===== src/rtl/end_module_pkg.sv =====
// Shared types and constants for the end_module operand-select + ALU stage.
package end_module_pkg;

    typedef enum logic [1:0] {
        ALU_ADD  = 2'd0,
        ALU_SUB  = 2'd1,
        ALU_MUL  = 2'd2,
        ALU_RSVD = 2'd3
    } alu_op_e;

    localparam int OP_COUNT_W = 7;

endpackage


===== src/rtl/end_module_operand_mux4.sv =====
// Combinational 4:1 operand select; an unselected input never reaches x.
module operand_mux4 #(
    parameter int WIDTH = 8
) (
    input  logic [WIDTH-1:0] i0,
    input  logic [WIDTH-1:0] i1,
    input  logic [WIDTH-1:0] i2,
    input  logic [WIDTH-1:0] i3,
    input  logic [1:0]       sel,
    output logic [WIDTH-1:0] x
);

    always_comb begin
        x = i0;
        case (sel)
            2'd0:    x = i0;
            2'd1:    x = i1;
            2'd2:    x = i2;
            2'd3:    x = i3;
            default: x = i0;
        endcase
    end

endmodule


===== src/rtl/end_module.sv =====
// Registered operand-select + ALU stage: one result per accepted op, error flag
// for the reserved opcode, and a wrapping count of successful ops.
module end_module
    import end_module_pkg::*;
#(
    parameter int WIDTH = 8
) (
    input  logic                  clk,
    input  logic                  reset,
    input  logic                  in_valid,
    input  logic [WIDTH-1:0]      i0,
    input  logic [WIDTH-1:0]      i1,
    input  logic [WIDTH-1:0]      i2,
    input  logic [WIDTH-1:0]      i3,
    input  logic                  s1,
    input  logic                  s0,
    input  logic [WIDTH-1:0]      z,
    input  logic [1:0]            alu_control,
    output logic                  out_valid,
    output logic [2*WIDTH-1:0]    y,
    output logic                  err,
    output logic [OP_COUNT_W-1:0] op_count
);

    localparam int YW = 2 * WIDTH;

    logic [WIDTH-1:0]      x;
    logic [YW-1:0]         x_ext;
    logic [YW-1:0]         z_ext;
    alu_op_e               alu_op;

    logic                  out_valid_d, out_valid_q;
    logic                  err_d, err_q;
    logic [YW-1:0]         y_d, y_q;
    logic [OP_COUNT_W-1:0] op_count_d, op_count_q;

    operand_mux4 #(.WIDTH(WIDTH)) u_mux (
        .i0  (i0),
        .i1  (i1),
        .i2  (i2),
        .i3  (i3),
        .sel ({s1, s0}),
        .x   (x)
    );

    assign x_ext  = {{WIDTH{1'b0}}, x};
    assign z_ext  = {{WIDTH{1'b0}}, z};
    assign alu_op = alu_op_e'(alu_control);

    always_comb begin
        out_valid_d = 1'b0;
        err_d       = 1'b0;
        y_d         = y_q;
        op_count_d  = op_count_q;
        if (in_valid) begin
            out_valid_d = 1'b1;
            case (alu_op)
                ALU_ADD: begin
                    y_d        = x_ext + z_ext;
                    op_count_d = op_count_q + 1'b1;
                end
                ALU_SUB: begin
                    y_d        = x_ext - z_ext;
                    op_count_d = op_count_q + 1'b1;
                end
                ALU_MUL: begin
                    // Both operands are zero-extended, so the full product fits.
                    y_d        = x_ext * z_ext;
                    op_count_d = op_count_q + 1'b1;
                end
                default: begin
                    err_d = 1'b1;
                end
            endcase
        end
    end

    always_ff @(posedge clk or posedge reset) begin
        if (reset) begin
            out_valid_q <= 1'b0;
            err_q       <= 1'b0;
            y_q         <= '0;
            op_count_q  <= '0;
        end else begin
            out_valid_q <= out_valid_d;
            err_q       <= err_d;
            y_q         <= y_d;
            op_count_q  <= op_count_d;
        end
    end

    assign out_valid = out_valid_q;
    assign err       = err_q;
    assign y         = y_q;
    assign op_count  = op_count_q;

endmodule


===== config.mk =====
export PLATFORM = sky130hd
export DESIGN_NAME = end_module
export DESIGN_NICKNAME = d
export VERILOG_FILES = /design/src/rtl/end_module_pkg.sv /design/src/rtl/end_module_operand_mux4.sv /design/src/rtl/end_module.sv
export SDC_FILE = /design/constraint.sdc
export NUM_CORES = 1
export LEC_CHECK = 0
export CAP_MARGIN = 20
export CORE_MARGIN = 5
export CORE_UTILIZATION = 31
export DETAILED_ROUTE_END_ITERATION = 8
export PLACE_DENSITY = 0.59
export SLEW_MARGIN = 20
export SYNTH_ARGS = -nofsm -noshare
export SYNTH_HDL_FRONTEND = slang
export SYNTH_SLANG_ARGS = --single-unit

===== constraint.sdc =====
create_clock -name clk -period 2.28 [get_ports clk]
set_input_delay 0.456 -clock clk [delete_from_list [all_inputs] [get_ports clk]]
set_output_delay 0.456 -clock clk [all_outputs]
set_load 0.1 [all_outputs]

==> out/metrics.yaml <==
run_status: "complete, but fails checks"
violations: "negative setup slack"
grt-busiest-layer: "met2"
ys_warn_count: 0
hold-path-cell-count: 1
grt.overflow.total: 0
antennaDiodeCount: 0
cp.required_ns: 2.42
syn_area_per_cell_sq_um: 9.045
final_max_slew_viol_count: 0
fin_crit_ns: 4.685
io_pins: 72
cts_hold_buffers: 0
rr_worst_depth: 4
synth-edff-count: 0
reg2reg_slack_ns: 1.02
finalInstanceArea_sq_um: 6470
final_cell_mix: "buf_4, inv_1, ha_1, fa_1, nand2_1"
cts_tree: "built"
antenna_found_initial: 0
row_count: 42
cts_root_buffer: "clkbuf_16"
synthDistinctLibCells: 60
cts.clk_slew.worst_paths_ns: 0.07
die_h_microns: 125.6
vias: 3908
drtIter0Drc: 161
syn_inst: 458
clk_path_buf_depth: 2
routed_wl_microns: 11690
grtUsageMet1_pct: 18.90
htreeDepth: 1
cts_buffers: 3
gp_routability_congestion: 0.8443
cts.sinks: 25
dp_hpwl_microns: 9974
grt_max_degree: 26
fp.coreArea_sq_um: 13190
dr.pass1.iters: 4
endpoint_kind: "flip-flop"
gr-usage-met2_pct: 28.10
ir_drop_v: 0.0005635
synthArstFlopShare_pct: 100.0
drtAntennaViolNets: 0
syn-num-nets: 599
slew_headroom_pct: 73.73
die_x_microns: 125.6
fin_ws_ns: -2.405
crit_arrival_ns: 4.83
drc: 0
crit_path_start_kind: "input pin"
nets: 786
design.die.area_sq_um: 15780
power.density_nw_per_um2: 1063
use_met3_pct: 1.919
start_util_pct: 31.41
cellLeakagePower_uw: 0.003134
min_from: "op_count[6]"
finalClockSkew_ns: 0.001498
place_area_sq_um: 5896
whs_endpoint: "op_count[6]"
setup_violations: 15
ys_ff_latch: 25
grt_pass1_wl_microns: 20200
r2r_end: "y[7]"
synth-main-ff-cell: "dfrtp_1"
yosysSeqAreaShare_pct: 15.10
synth_area_sq_um: 4143
grt_usage_pct: 15.04
fin_crit_sh_pct: 205.5
io_buffers: 71
max_freq_mhz: 213.4
final_common_cell: "buf_4"
hold_viol: 0
drive_gt1_share_pct: 42.08
nFillCells: 1253
max_cap_viol_count: 0
r2r-start: "y[7]"
finalPower_uw: 6880
grt_pass1_vias: 4366
syn_to_final_growth_pct: 56.18
min_path_type: "flip-flop to flip-flop"
via_per_inst: 4.766
worstSkewPairLatency_ns: 0.26
rsz0062_at_grt: "yes"
cp_max_fo: 4
wire_per_inst_microns: 14.25
path_class: "input pin to flip-flop"
worst_slew_pin_slew_ns: 0.3934
## per-layer routing
layer,part of all wire [%],wire length [microns],vias to the layer above
li1,-,-,1936
met1,44,5182,1893
met2,51,5969,67
met3,3.3,389,12
met4,1.2,146,0
met5,0,0,-
## repair_timing
item	in CTS	in global routing
setup endpoints to repair	16	15
buffers inserted	21	10
pin swaps	72	51
gates resized for setup	126	29
## area by class of cell
cell class              count  area [sq um]  area share, %
inverters                  70         272.8          4.216
flip-flops and latches     25         625.6          9.669
well taps                 176         220.2          3.404
clock buffers               3         75.07          1.160
clock inverters             1         7.507         0.1160
multi-input cells         352          3651          56.43
repair buffers            193          1618          25.00
## cells in the mapped netlist (all sizes together), types with 2 or more instances
master | n | area, sq um
mux2i | 3 | 30.03
nor2b | 5 | 31.28
nand3b | 2 | 15.01
nor2 | 33 | 123.9
a211oi | 3 | 22.52
xor2 | 7 | 61.31
fa | 38 | 760.7
nand4 | 4 | 25.02
nand2b | 9 | 56.30
nor3b | 2 | 20.02
o22ai | 3 | 18.77
a22oi | 2 | 15.01
a221o | 6 | 60.06
nand2 | 34 | 127.6
and2 | 35 | 219.0
a21oi | 19 | 102.6
or3 | 4 | 25.02
buf | 5 | 28.77
mux4 | 8 | 180.2
ha | 56 | 700.7
o211ai | 5 | 42.54
a211o | 2 | 17.52
o31ai | 2 | 15.01
clkbuf | 6 | 22.52
a21o | 4 | 31.28
nor3 | 4 | 20.02
and3b | 2 | 17.52
dfrtp | 25 | 625.6
a31oi | 6 | 67.56
nand4b | 2 | 17.52
o21a | 3 | 25.03
a221oi | 3 | 26.28
inv | 70 | 262.8
xnor2 | 11 | 96.34
o21ai | 20 | 103.9
nand3 | 2 | 10.01
## report_power, final
part / leakage (uW) / internal [uW] / total [uW] / switching (uW)
clock: 0.0000371 / 238 / 402 / 164
combinational: 0.00278 / 2570 / 5780 / 3200
sequential: 0.000314 / 581 / 699 / 118
total: 0.00313 / 3390 / 6880 / 3490
## cells by family (layout without fill, tap and decap cells)
kind of cell / count (synthesis) / count (layout) / synth area share, %
buffers and inverters: 81 / 267 / 7.581
xor gates and xnor gates: 18 / 18 / 3.805
muxes: 11 / 11 / 5.074
AOI/OAI and AO/OA: 86 / 86 / 15.10
and+or+nand+nor: 143 / 143 / 18.06
adders and majority gates: 94 / 94 / 35.28
DFF: 25 / 25 / 15.10
## registers in the layout, indices dropped and copies added (netlist names)
name,count
err,1
op_count,7
out_valid,1
y,16
## metrics by stage
stage                     hold WS, ns  setup TNS (ns)  instances  worst slack, ns  util (%)
final                          0.4719          -26.53        820           -2.405     49.05
after global routing           0.5080          -28.59        820           -2.545     49.05
after CTS                      0.4737          -27.50        811           -2.470     47.94
after detailed placement       0.4626          -38.54        787           -3.139     44.70
after global placement         0.4570          -38.00        787           -3.062     44.70
after floorplan                0.4833          -26.50        458           -2.492         -
## worst max-delay path, cell delays in order
cell and delay (ns):
buf_2 0.10, mux4_2 0.55, buf_4 0.17, and2_4 0.15, fa_1 0.54, fa_2 0.46, fa_1 0.51, inv_1 0.05
fa_1 0.49, inv_2 0.05, ha_4 0.27, nand2_2 0.04, o21a_2 0.22, a31oi_4 0.16, buf_6 0.13, a31oi_4 0.06
xnor2_1 0.13, a221o_1 0.31
## how the worst max path moves through the flow
stage | from | to | slack [ns]
floorplan | s0 | y[14] | -2.49
global placement | s1 | y[14] | -3.06
detailed placement | s1 | y[14] | -3.14
CTS | s0 | y[14] | -2.47
global route | s0 | y[12] | -2.54
finish | i3[3] | y[12] | -2.41
Power figures use the tool's default switching activity.
